--- src/rtl/gtfmac_vnc_lat_stats_pkg.sv ---
// Shared definitions for the latency-statistics snapshot bus.
// The register-domain decoder uses the same offsets to unpack stat_bus.
package gtfmac_vnc_lat_stats_pkg;

   localparam int DEF_SAMPLE_W = 16;
   localparam int DEF_CNT_W    = 32;
   localparam int DEF_SUM_W    = 48;
   localparam int DEF_SEQ_W    = 8;

   // Field offsets, LSB first: min, max, sum, count, seq
   localparam int MIN_OFS = 0;
   localparam int MAX_OFS = MIN_OFS + DEF_SAMPLE_W;
   localparam int SUM_OFS = MAX_OFS + DEF_SAMPLE_W;
   localparam int CNT_OFS = SUM_OFS + DEF_SUM_W;
   localparam int SEQ_OFS = CNT_OFS + DEF_CNT_W;
   localparam int STAT_W  = SEQ_OFS + DEF_SEQ_W;

   // Empty-window values: accumulator idle state and what a snapshot reports
   localparam logic [DEF_SAMPLE_W-1:0] EMPTY_ACC_MIN = '1;
   localparam logic [DEF_SAMPLE_W-1:0] EMPTY_ACC_MAX = '0;
   localparam logic [DEF_SAMPLE_W-1:0] EMPTY_REPORT  = '0;

   typedef struct packed {
      logic [DEF_SEQ_W-1:0]    seq;
      logic [DEF_CNT_W-1:0]    count;
      logic [DEF_SUM_W-1:0]    sum;
      logic [DEF_SAMPLE_W-1:0] max_v;
      logic [DEF_SAMPLE_W-1:0] min_v;
   } stat_snapshot_t;

endpackage

--- src/rtl/gtfmac_vnc_lat_stats_if.sv ---
// Sample/control inputs and snapshot outputs of the latency-statistics block.
interface gtfmac_vnc_lat_stats_if #(
   parameter int SAMPLE_W = 16,
   parameter int CNT_W    = 32,
   parameter int SUM_W    = 48,
   parameter int SEQ_W    = 8
) ();

   logic                                  sample_valid;
   logic [SAMPLE_W-1:0]                   sample_value;
   logic                                  snapshot;
   logic                                  clear;
   logic [SEQ_W+CNT_W+SUM_W+2*SAMPLE_W-1:0] stat_bus;
   logic                                  snapshot_done;
   logic                                  overflow;

   modport master (
      output sample_valid, sample_value, snapshot, clear,
      input  stat_bus, snapshot_done, overflow
   );

   modport slave (
      input  sample_valid, sample_value, snapshot, clear,
      output stat_bus, snapshot_done, overflow
   );

endinterface

--- src/rtl/gtfmac_vnc_lat_accum.sv ---
// Saturating count/sum and running min/max over one measurement window.
module gtfmac_vnc_lat_accum #(
   parameter int SAMPLE_W = 16,
   parameter int CNT_W    = 32,
   parameter int SUM_W    = 48
) (
   input  logic                clk,
   input  logic                reset,
   input  logic                i_valid,
   input  logic [SAMPLE_W-1:0] i_sample,
   input  logic                i_restart,
   input  logic                i_flush,
   output logic [CNT_W-1:0]    o_count,
   output logic [SUM_W-1:0]    o_sum,
   output logic [SAMPLE_W-1:0] o_min,
   output logic [SAMPLE_W-1:0] o_max,
   output logic                o_sat
);

   logic [CNT_W-1:0]    r_count;
   logic [SUM_W-1:0]    r_sum;
   logic [SAMPLE_W-1:0] r_min;
   logic [SAMPLE_W-1:0] r_max;
   logic [SUM_W:0]      w_sum_ext;
   logic                w_cnt_full;

   // Next sum with carry, and the clamp condition for this cycle's sample
   always_comb begin
      w_sum_ext  = {1'b0, r_sum} + (SUM_W+1)'(i_sample);
      w_cnt_full = &r_count;
      o_sat      = i_valid & ~i_restart & ~i_flush & (w_cnt_full | w_sum_ext[SUM_W]);
   end

   // Window state: flush empties, restart seeds with this cycle's sample
   always_ff @(posedge clk or negedge reset) begin
      if (!reset) begin
         r_count <= '0;
         r_sum   <= '0;
         r_min   <= '1;
         r_max   <= '0;
      end else if (i_flush) begin
         r_count <= '0;
         r_sum   <= '0;
         r_min   <= '1;
         r_max   <= '0;
      end else if (i_restart) begin
         if (i_valid) begin
            r_count <= CNT_W'(1);
            r_sum   <= SUM_W'(i_sample);
            r_min   <= i_sample;
            r_max   <= i_sample;
         end else begin
            r_count <= '0;
            r_sum   <= '0;
            r_min   <= '1;
            r_max   <= '0;
         end
      end else if (i_valid) begin
         r_count <= w_cnt_full ? r_count : r_count + CNT_W'(1);
         r_sum   <= w_sum_ext[SUM_W] ? '1 : w_sum_ext[SUM_W-1:0];
         if (i_sample < r_min) r_min <= i_sample;
         if (i_sample > r_max) r_max <= i_sample;
      end
   end

   assign o_count = r_count;
   assign o_sum   = r_sum;
   assign o_min   = r_min;
   assign o_max   = r_max;

endmodule

--- src/rtl/gtfmac_vnc_lat_stats.sv ---
// Latency-statistics accumulator with atomic snapshot bus for the bus syncer.
module gtfmac_vnc_lat_stats
   import gtfmac_vnc_lat_stats_pkg::*;
#(
   parameter int SAMPLE_W = DEF_SAMPLE_W,
   parameter int CNT_W    = DEF_CNT_W,
   parameter int SUM_W    = DEF_SUM_W,
   parameter int SEQ_W    = DEF_SEQ_W
) (
   input  logic                  clk,
   input  logic                  reset,
   gtfmac_vnc_lat_stats_if.slave bus
);

   localparam int BUS_W = SEQ_W + CNT_W + SUM_W + 2*SAMPLE_W;

   logic [CNT_W-1:0]    w_count;
   logic [SUM_W-1:0]    w_sum;
   logic [SAMPLE_W-1:0] w_min;
   logic [SAMPLE_W-1:0] w_max;
   logic                w_sat;
   logic                w_restart;
   logic [SEQ_W-1:0]    w_seq_nxt;
   logic [SAMPLE_W-1:0] w_rep_min;
   logic [SAMPLE_W-1:0] w_rep_max;

   logic [BUS_W-1:0]    r_stat_bus;
   logic [SEQ_W-1:0]    r_seq;
   logic                r_done;
   logic                r_overflow;

   gtfmac_vnc_lat_accum #(
      .SAMPLE_W (SAMPLE_W),
      .CNT_W    (CNT_W),
      .SUM_W    (SUM_W)
   ) u_accum (
      .clk       (clk),
      .reset     (reset),
      .i_valid   (bus.sample_valid),
      .i_sample  (bus.sample_value),
      .i_restart (w_restart),
      .i_flush   (bus.clear),
      .o_count   (w_count),
      .o_sum     (w_sum),
      .o_min     (w_min),
      .o_max     (w_max),
      .o_sat     (w_sat)
   );

   // Clear outranks snapshot; an empty window reports min/max as zero
   always_comb begin
      w_restart = bus.snapshot & ~bus.clear;
      w_seq_nxt = r_seq + SEQ_W'(1);
      w_rep_min = w_min;
      w_rep_max = w_max;
      if (w_count == '0) begin
         w_rep_min = '0;
         w_rep_max = '0;
      end
   end

   // Snapshot register, sequence number, done pulse and sticky overflow
   always_ff @(posedge clk or negedge reset) begin
      if (!reset) begin
         r_stat_bus <= '0;
         r_seq      <= '0;
         r_done     <= 1'b0;
         r_overflow <= 1'b0;
      end else if (bus.clear) begin
         r_stat_bus <= '0;
         r_seq      <= '0;
         r_done     <= 1'b0;
         r_overflow <= 1'b0;
      end else begin
         r_done     <= bus.snapshot;
         r_overflow <= r_overflow | w_sat;
         if (bus.snapshot) begin
            r_seq      <= w_seq_nxt;
            r_stat_bus <= {w_seq_nxt, w_count, w_sum, w_rep_max, w_rep_min};
         end
      end
   end

   assign bus.stat_bus      = r_stat_bus;
   assign bus.snapshot_done = r_done;
   assign bus.overflow      = r_overflow;

endmodule

--- src/flat_wrapper.sv ---
// flat-port wrapper written by rule: the top's interface ports become plain ports
module gtfmac_vnc_lat_stats_flat import gtfmac_vnc_lat_stats_pkg::*;
#(
   parameter int SAMPLE_W = DEF_SAMPLE_W,
   parameter int CNT_W    = DEF_CNT_W,
   parameter int SUM_W    = DEF_SUM_W,
   parameter int SEQ_W    = DEF_SEQ_W
)
  (clk, reset, bus_sample_valid, bus_sample_value, bus_snapshot, bus_clear, bus_stat_bus, bus_snapshot_done, bus_overflow);
  gtfmac_vnc_lat_stats_if #(.SAMPLE_W(SAMPLE_W), .CNT_W(CNT_W), .SUM_W(SUM_W), .SEQ_W(SEQ_W)) bus_i ();
  input  logic clk;
  input  logic reset;
  input wire logic [$bits(bus_i.sample_valid)-1:0] bus_sample_valid;
  input wire logic [$bits(bus_i.sample_value)-1:0] bus_sample_value;
  input wire logic [$bits(bus_i.snapshot)-1:0] bus_snapshot;
  input wire logic [$bits(bus_i.clear)-1:0] bus_clear;
  output wire logic [$bits(bus_i.stat_bus)-1:0] bus_stat_bus;
  output wire logic [$bits(bus_i.snapshot_done)-1:0] bus_snapshot_done;
  output wire logic [$bits(bus_i.overflow)-1:0] bus_overflow;
  assign bus_i.sample_valid = bus_sample_valid;
  assign bus_i.sample_value = bus_sample_value;
  assign bus_i.snapshot = bus_snapshot;
  assign bus_i.clear = bus_clear;
  assign bus_stat_bus = bus_i.stat_bus;
  assign bus_snapshot_done = bus_i.snapshot_done;
  assign bus_overflow = bus_i.overflow;
  gtfmac_vnc_lat_stats #(.SAMPLE_W(SAMPLE_W), .CNT_W(CNT_W), .SUM_W(SUM_W), .SEQ_W(SEQ_W)) u_core (.clk(clk), .reset(reset), .bus(bus_i));
endmodule
--- config.mk ---
export PLATFORM = sky130hd
export DESIGN_NAME = gtfmac_vnc_lat_stats_flat
export DESIGN_NICKNAME = d
export VERILOG_FILES = /design/src/rtl/gtfmac_vnc_lat_stats_pkg.sv /design/src/rtl/gtfmac_vnc_lat_stats_if.sv /design/src/rtl/gtfmac_vnc_lat_accum.sv /design/src/rtl/gtfmac_vnc_lat_stats.sv /design/src/flat_wrapper.sv
export SDC_FILE = /design/constraint.sdc
export NUM_CORES = 1
export LEC_CHECK = 0
export BUFFER_PORTS_ARGS = -buffer_cell sky130_fd_sc_hd__buf_4
export CORE_MARGIN = 2
export CORE_UTILIZATION = 55
export CTS_CLUSTER_DIAMETER = 200
export CTS_CLUSTER_SIZE = 40
export DETAILED_ROUTE_END_ITERATION = 16
export GPL_ROUTABILITY_DRIVEN = 0
export MAX_ROUTING_LAYER = met4
export PLACE_DENSITY = 0.76
export REMOVE_ABC_BUFFERS = 1
export SYNTH_ARGS = -nofsm -noshare
export SYNTH_HDL_FRONTEND = slang
export SYNTH_SLANG_ARGS = --single-unit
--- constraint.sdc ---
create_clock -name clk -period 8.2 [get_ports clk]
set_clock_uncertainty 0.05 [all_clocks]
set_input_delay 2.05 -clock clk [delete_from_list [all_inputs] [get_ports clk]]
set_output_delay 2.05 -clock clk [all_outputs]
set_load 0.01 [all_outputs]
# After elaboration in Yosys (flattened, before gate mapping)
# Cells that the tools add are included.
[classes]
reduce_logical = 9
n_shift = 0
order_cmp = 2
bitwise = 8
add_sub_neg = 3
eq_ne = 1
div_mod_pow = 0
muxes = 28
mul = 0
[op_table]
columns = ["cell", "count"]
rows = [
  ["120-bit two-way mux", 2],
  ["16-bit two-way mux", 13],
  ["48-bit two-way mux", 4],
  ["32-bit two-way mux", 4],
  ["48-bit by 16-bit adder with 49-bit output", 1],
  ["32-bit by 1-bit adder with 32-bit output (second input constant)", 1],
  ["32-bit logical NOT", 1],
  ["32-bit AND reduction", 1],
  ["16-bit > comparator", 1],
  ["16-bit < comparator", 1],
  ["8-bit two-way mux", 2],
  ["3-bit nonzero test", 3],
  ["8-bit by 1-bit adder with 8-bit output (second input constant)", 1],
  ["2-bit AND reduction", 3],
  ["1-bit AND", 4],
  ["1-bit two-way mux", 3],
  ["3-bit inequality test (second input constant)", 1],
  ["1-bit NOT", 2],
  ["1-bit OR", 2],
  ["2-bit nonzero test", 1],
]
[totals]
ram_bits = 0
regBits = 242
latchBits = 0
n_memories = 0
inputBits = 21
rom_bits = 0
out_inout_bits = 122

# Longest topological paths before layout
# Gate-level depths: netlist of the first run.
[logic_depth]
ltp_word = 8
ltp_mapped = 10

# Hierarchy
# Synthesis of the first run repeated with hierarchy kept, for this count alone.
[unflattened]
hier_cells = 1257
hier_area_um2 = 12360.6
[by_module_without_submodules]
columns = ["module", "seq_area_each_um2", "n_inst", "area_each_um2", "cells_each"]
rows = [
  ["gtfmac_vnc_lat_accum", 2822.7, 1, 7297.0, 805],
  ["gtfmac_vnc_lat_stats", 3052.9, 1, 5063.6, 452],
]

# Worst setup path after synthesis of the first run
# No wires, ideal clock.
[synth_path]
path_type = "in2reg"
startpoint = "input bus_sample_value[10]"
endpoint = "register u_core.u_accum.r_min[10], in the netlist u_core.u_accum.o_min[10]"
setup_ps = 75
arrival_time_ps = 4131
path_stages = 8
setup_slack_ps = 3944
path_cell_list = "ha_1 > a21o_1 > a211o_1 > a211oi_1 > a211oi_1 > o41ai_4 > buf_4 > mux2i_1"
[synth_via]
elab_chain_len = 4
elab_cells_between_ends = 8
cone_classes = "order compare (1); mux (5); reduce/logical (2)"
[synth_rtl]
columns = ["item", "line", "source"]
rows = [
  ["start, declared", "flat_wrapper.sv:14", "input wire logic [$bits(bus_i.sample_value)-1:0] bus_sample_value;"],
  ["parallel branches: the longest is 4 deep, another holds 16-bit < comparator", "n/a", ""],
  ["end signal, assigned", "gtfmac_vnc_lat_accum.sv:50", "r_min <= i_sample;"],
  ["end signal, assigned", "gtfmac_vnc_lat_accum.sv:61", "if (i_sample < r_min) r_min <= i_sample;"],
  ["end, declared", "gtfmac_vnc_lat_accum.sv:22", "logic [SAMPLE_W-1:0] r_min;"],
]
# Several ways; the timed one is not identified. The select of a mux whose other input is x is not followed.
# A chain may end at the register's enable or synchronous reset.

# Final worst setup path of the first run
[layout_path]
startpoint = "input bus_snapshot"
endpoint = "register u_core.r_stat_bus[11], in the netlist u_core.bus.stat_bus[11]"
[layout_via]
elab_chain_len = 1
[layout_rtl]
columns = ["item", "line", "source"]
rows = [
  ["start, declared", "flat_wrapper.sv:15", "input wire logic [$bits(bus_i.snapshot)-1:0] bus_snapshot;"],
  ["2-bit nonzero test (no source line)", "n/a", ""],
  ["end signal, assigned", "gtfmac_vnc_lat_stats.sv:79", "r_stat_bus <= {w_seq_nxt, w_count, w_sum, w_rep_max, w_rep_min};"],
  ["end, declared", "gtfmac_vnc_lat_stats.sv:27", "logic [BUS_W-1:0] r_stat_bus;"],
]
# Every way passes these cells.

==> flow_metrics.env, run 1 <==
export IMPL_post_cts_setup_buffers=0
export IMPL_worstHoldStart="u_core.u_accum.o_min[10]$_DFFE_PN1P_"
export IMPL_power_share_sequential_pct=58.8
export IMPL_tns_ns=0
export IMPL_max_vdd_ir_drop_mv=0.130
export IMPL_cp_slowest_stage_delay_ns=1.01
export IMPL_vias_per_cell=6.00
export IMPL_ys_ff_latch=234
export IMPL_arrival_ns=4.98
export IMPL_clk_pin_slew_worst_paths_ns=0.15
export IMPL_ys_flop_type="dfrtp_1"
export IMPL_cts_sinks=234
export IMPL_layout_common_cells="218 x dfrtp_1, 151 x nor2_1, 149 x buf_4"
export IMPL_area_delta_synth_final_pct=12.3
export IMPL_final_common_cell="dfrtp_1"
export IMPL_htreeDepth=1
export IMPL_setup_worst_path_class="in -> reg"
export IMPL_synth_area_leader_cell="dfrtp_1"
export IMPL_grt_pass1_vias=9085
export IMPL_drt_iter0_markers=673
export IMPL_ant_nets=0
export IMPL_rsz0062_at_grt="no"
export IMPL_path_cells="buf_4 -> inv_1 -> nor2_1 -> o21a_1 -> a22o_1"
export IMPL_syn_area_um2=12100
export IMPL_vias=9397
export IMPL_core_area_um2=21800
export IMPL_cp_start_kind="input pin"
export IMPL_internal_power_mw=1.51
export IMPL_ios=143
export IMPL_die_w_um=152
export IMPL_row_count=54
export IMPL_initial_utilization_pct=55.7
export IMPL_layout_drive_gt1_share_pct=16.1
export IMPL_yosysSeqAreaShare_pct=48.5
export IMPL_hpwl_mm=19.8
export IMPL_root_buffer="clkbuf_16"
export IMPL_power_frac_clock_pct=27.1
export IMPL_portBuffers=142
export IMPL_die_h_um=152
export IMPL_clock_fmax_ghz=0.218
export IMPL_ctsResizeCount=0
export IMPL_setup_violations=0
export IMPL_grt_ovfl_total=0
export IMPL_pwr_density_cell_nw_per_um2=151
export IMPL_fin_nets=1355
export IMPL_instances_no_fill=1565
export IMPL_wire_per_inst_um=18.2
export IMPL_die_area_um2=23300
export IMPL_track_usage_pct=25.0
export IMPL_avgSynthCellArea_um2=10.2
export IMPL_clk_path_buf_depth=3
export IMPL_finalCritPeriodShare_pct=56.0
export IMPL_setup_slack_ns=3.61
export IMPL_worstSkewPairLatency_ns=0.49
export IMPL_relSlewSlack_pct=20.6
export IMPL_yosys_cell_types_count=78
export IMPL_placed_cells=1552
export IMPL_crit_path_end_kind="flip-flop"
export IMPL_switching_share_pct=26.7
export IMPL_cp_startpoint="bus_snapshot"
export IMPL_synth_warnings=0
export IMPL_synth_area_leaders="dfrtp_1 45%, mux2i_1 9.3%, ha_1 5.2%, nor2_1 4.7%, dfstp_2 3.5%"
export IMPL_hold_viol=0
export IMPL_hold_slack_ns=0.452
export IMPL_tritoncts="yes"
export IMPL_path_max_fanout=47
export IMPL_slowest_stage="o21a_1"
export IMPL_fillers=1817
export IMPL_routed_wl_mm=28.5
export IMPL_worst_slew_pin_slew_ns=1.19
export IMPL_drc=0
export IMPL_power_total_mw=2.06
export IMPL_pre_cts_slack_ns=3.08
export IMPL_synth_top_area_share_pct=45.0
export IMPL_grt_pass1_wl_mm=47.3
export IMPL_regToRegSetupSlack_ns=5.14
export IMPL_synthArstFlopShare_pct=100
export IMPL_combPwrFrac_pct=14.1
export IMPL_report_final_slew_viol_count=0
export IMPL_p_leak_nw=6.62
export IMPL_cts_inserted_buffers=9
export IMPL_p_sw_mw=0.550
export IMPL_cap_violations=0
export IMPL_r2r_start="u_core.u_accum.o_sum[9]$_DFFE_PN0P_"
export IMPL_hold_path_class="reg -> reg"
export IMPL_n_antenna_cell=0
export IMPL_critPathRequiredTime_ns=8.59
export IMPL_firstDrtPassIters=5
export IMPL_antenna_found_initial=0
export IMPL_min_period_ns=4.59
export IMPL_cts_hold_buf=0
export IMPL_synth_edf_count=0
export IMPL_postSynthCellCount=1184
export IMPL_grt_max_degree=96
export IMPL_outcome="completed"
[cell type report]
cell class	count	area (µm²)	share of cell area, %
Clock inverter	1	8.76	0.0643
Tap cell	280	350	2.57
Clock buffer	12	236	1.74
Sequential cell	234	5880	43.1
Timing Repair Buffer	150	1130	8.32
Multi-Input combinational cell	844	5850	42.9
Inverter	44	165	1.21
[power by group through the flow]
stage | Clock (mW) | Sequential, mW | Combinational [mW]
CTS | 0.574 | 1.21 | 0.291
detailed placement | 0 | 1.23 | 0.290
finish | 0.557 | 1.21 | 0.290
global route | 0.606 | 1.21 | 0.325
global placement | 0 | 1.23 | 0.283
floorplan | 0 | 1.23 | 0.163
[worst max-delay path: cells and delay by family]
family / cells / cell delay [ns]
buf+inv: 2 / 0.98
compound gates: 2 / 1.28
simple gates: 1 / 0.61
[through the flow]
step / area, µm² / utilization, %
final: 13600 / 62.6
after floorplan: 11900 / -
after detailed placement: 13400 / 61.5
after global placement: 13400 / 61.5
after global routing: 13600 / 62.6
after CTS: 13600 / 62.6
[cells in the mapped netlist (all sizes together) (4+ instances only)]
library cell and count:
and4 11, buf 20, a22o 32, nand3 32, nor4 11, a211oi 17
a31oi 10, nor2 154, o21a 12, xnor2 28, nor2b 17, a311oi 10
o221ai 4, nor3 21, o211ai 6, nand2 64, dfstp 16, o21ai 40
ha 50, xor2 21, o2111ai 4, nand2b 4, dfrtp 218, inv 43
and2 9, a21oi 63, or3 11, clkbuf 42, nand4 21, a21o 16
and3 19, mux2i 113
[cell families after synthesis]
| group | share of synthesized area, % |
|---|---|
| buffers and inverters | 3.45 |
| muxes | 9.42 |
| xor gates and xnor gates | 3.54 |
| AOI/OAI and AO/OA | 14.2 |
| adders and majority gates | 5.32 |
| and+or+nand+nor | 15.6 |
| DFF | 48.5 |
[sequential cells by signal, summed over array words and instances, names as in the netlist]
name	cells
u_core.bus.overflow	1
u_core.bus.snapshot_done	1
u_core.bus.stat_bus	112
u_core.r_seq	8
u_core.u_accum.o_count	32
u_core.u_accum.o_max	16
u_core.u_accum.o_min	16
u_core.u_accum.o_sum	48
[path summary, 6_finish.rpt]
check / endpoint / cells after the start
min in group asynchronous: u_core.bus.stat_bus[1]$_DFFE_PN0P_ / 1
hold / removal: u_core.u_accum.o_min[10]$_DFFE_PN1P_ / 2
hold reg to reg: u_core.u_accum.o_min[10]$_DFFE_PN1P_ / 2
max in group asynchronous: u_core.u_accum.o_sum[21]$_DFFE_PN0P_ / 2
setup reg to reg: u_core.u_accum.o_sum[41]$_DFFE_PN0P_ / 8
setup / recovery: u_core.bus.stat_bus[11]$_DFFE_PN0P_ / 5
[per-layer routing]
layer  vias up  part of all wire (%)  global-route usage, %
met3        36                   5.0                   2.96
met1      4674                    47                   36.2
met2       257                    47                   38.7
met4         0                   1.7                   5.07
li1       4430                     -                      -
met5         -                     0                      -
No activity file was read; power rests on OpenSTA's default activity.
==> run 2, diff against run 1 <==
- clock period: 8.2 -> 4.4 ns (I/O delays scaled with it)
==> flow_metrics.env, run 2 (same netlist as run 1, synthesis figures left out) <==
export IMPL_outcome="completed"
export IMPL_hold_viol=0
export IMPL_grt_pass1_vias=9102
export IMPL_cp_startpoint="bus_sample_value[0]"
export IMPL_wire_per_inst_um=18.4
export IMPL_path_max_fanout=6
export IMPL_vias_per_cell=5.96
export IMPL_fin_util_pct=63.0
export IMPL_reg2reg_depth=9
export IMPL_worst_slew_pin_slew_ns=1.03
export IMPL_routed_wl_mm=29.0
export IMPL_min_period_ns=3.30
export IMPL_finalCritPeriodShare_pct=75.0
export IMPL_tns_ns=0
export IMPL_clk_path_buf_depth=3
export IMPL_crit_path_end_kind="flip-flop"
export IMPL_p_leak_nw=6.67
export IMPL_antenna_found_initial=0
export IMPL_n_antenna_cell=0
export IMPL_rsz0062_at_grt="no"
export IMPL_area_delta_synth_final_pct=13.0
export IMPL_htreeDepth=1
export IMPL_grt_max_degree=101
export IMPL_portBuffers=142
export IMPL_worstSkewPairLatency_ns=0.49
export IMPL_core_area_um2=21800
export IMPL_ant_nets=0
export IMPL_final_area_um2=13700
export IMPL_place_area_um2=13500
export IMPL_die_w_um=152
export IMPL_cap_violations=0
export IMPL_pwr_density_cell_nw_per_um2=281
export IMPL_grt_ovfl_total=0
export IMPL_layout_common_cells="218 x dfrtp_1, 155 x buf_4, 151 x nor2_1"
export IMPL_placed_cells=1560
export IMPL_root_buffer="clkbuf_16"
export IMPL_initial_utilization_pct=55.7
export IMPL_arrival_ns=3.60
export IMPL_layout_drive_gt1_share_pct=16.6
export IMPL_setup_worst_path_class="in -> reg"
export IMPL_pre_cts_slack_ns=0.640
export IMPL_cts_hold_buf=0
export IMPL_row_count=54
export IMPL_ctsResizeCount=0
export IMPL_path_depth=10
export IMPL_vias=9364
export IMPL_fillers=1823
export IMPL_hold_slack_ns=0.453
export IMPL_firstDrtPassIters=5
export IMPL_cts_sinks=234
export IMPL_die_h_um=152
export IMPL_die_area_um2=23300
export IMPL_drt_iter0_markers=646
export IMPL_cp_top_family="compound AO/OA/AOI/OAI gates"
export IMPL_track_usage_pct=25.4
export IMPL_path_buf_inv=1
export IMPL_relSlewSlack_pct=31.0
export IMPL_ios=143
export IMPL_slowest_stage="fa_1"
export IMPL_clock_fmax_ghz=0.303
export IMPL_report_final_slew_viol_count=0
export IMPL_worstHoldPathCells=1
export IMPL_clk_pin_slew_worst_paths_ns=0.15
export IMPL_instances_no_fill=1572
export IMPL_critPathMostFrequentCell="a311oi_1"
export IMPL_tritoncts="yes"
export IMPL_cp_start_kind="input pin"
export IMPL_largest_reg_flops=112
export IMPL_drc=0
export IMPL_cts_inserted_buffers=9
export IMPL_setup_slack_ns=1.10
export IMPL_grt_pass1_wl_mm=48.3
export IMPL_path_cells="buf_4 -> ha_1 -> fa_1 -> a211oi_1 -> o211ai_1 -> nand4_2 -> a21boi_0 -> and2_1 -> a311oi_1 -> a311oi_1"
export IMPL_critPathRequiredTime_ns=4.70
export IMPL_final_common_cell="dfrtp_1"
export IMPL_hold_path_class="reg -> reg"
export IMPL_post_cts_setup_buffers=0
export IMPL_setup_violations=0
export IMPL_fin_nets=1363
export IMPL_power_total_mw=3.85
export IMPL_cp_slowest_stage_delay_ns=0.43
export IMPL_worstHoldStart="u_core.u_accum.o_max[2]$_DFFE_PN0P_"
export IMPL_hpwl_mm=20.1
export IMPL_r2r_start="u_core.u_accum.o_min[10]$_DFFE_PN1P_"
export IMPL_max_vdd_ir_drop_mv=0.235
[run 2: layer usage]
metal	vias up	GRT usage [%]	wire (µm)
met5	-	-	0
met4	0	5.60	476
li1	4459	-	-
met2	276	38.4	13400
met3	32	2.79	1380
met1	4597	37.6	13800
[run 2: final timing paths]
kind                                                             end  slack [ns]
worst max-delay path            u_core.u_accum.o_sum[23]$_DFFE_PN0P_        1.10
worst min-delay path             u_core.bus.stat_bus[18]$_DFFE_PN0P_        0.45
worst max register to register   u_core.u_accum.o_min[0]$_DFFE_PN1P_        1.39
worst min register to register   u_core.bus.stat_bus[18]$_DFFE_PN0P_        0.45
max in group asynchronous       u_core.u_accum.o_min[13]$_DFFE_PN1P_        2.82
min in group asynchronous       u_core.bus.stat_bus[105]$_DFFE_PN0P_        0.56
[run 2: cell type report]
cell class	instances	area [µm²]	area share, %
sequential	234	5880	42.9
multi-input combinational	844	5850	42.7
timing repair buffer	158	1220	8.90
tap	280	350	2.56
clock buffer	11	233	1.70
inverter	44	165	1.21
clock inverter	1	8.76	0.0639
[run 2: power breakdown]
part / total [mW] / switching [mW] / internal, mW
clock network: 1.04 / 0.655 / 0.385
registers: 2.25 / 0.0417 / 2.21
logic: 0.551 / 0.337 / 0.214
[run 2: worst reg2reg max path: cells and delay by family (launching register included)]
kind / cells / cell delay [ns]
compound gates: 5 / 1.44
fa+ha+maj: 1 / 0.29
buf+inv: 2 / 0.28
flops: 1 / 0.56
mux: 1 / 0.34
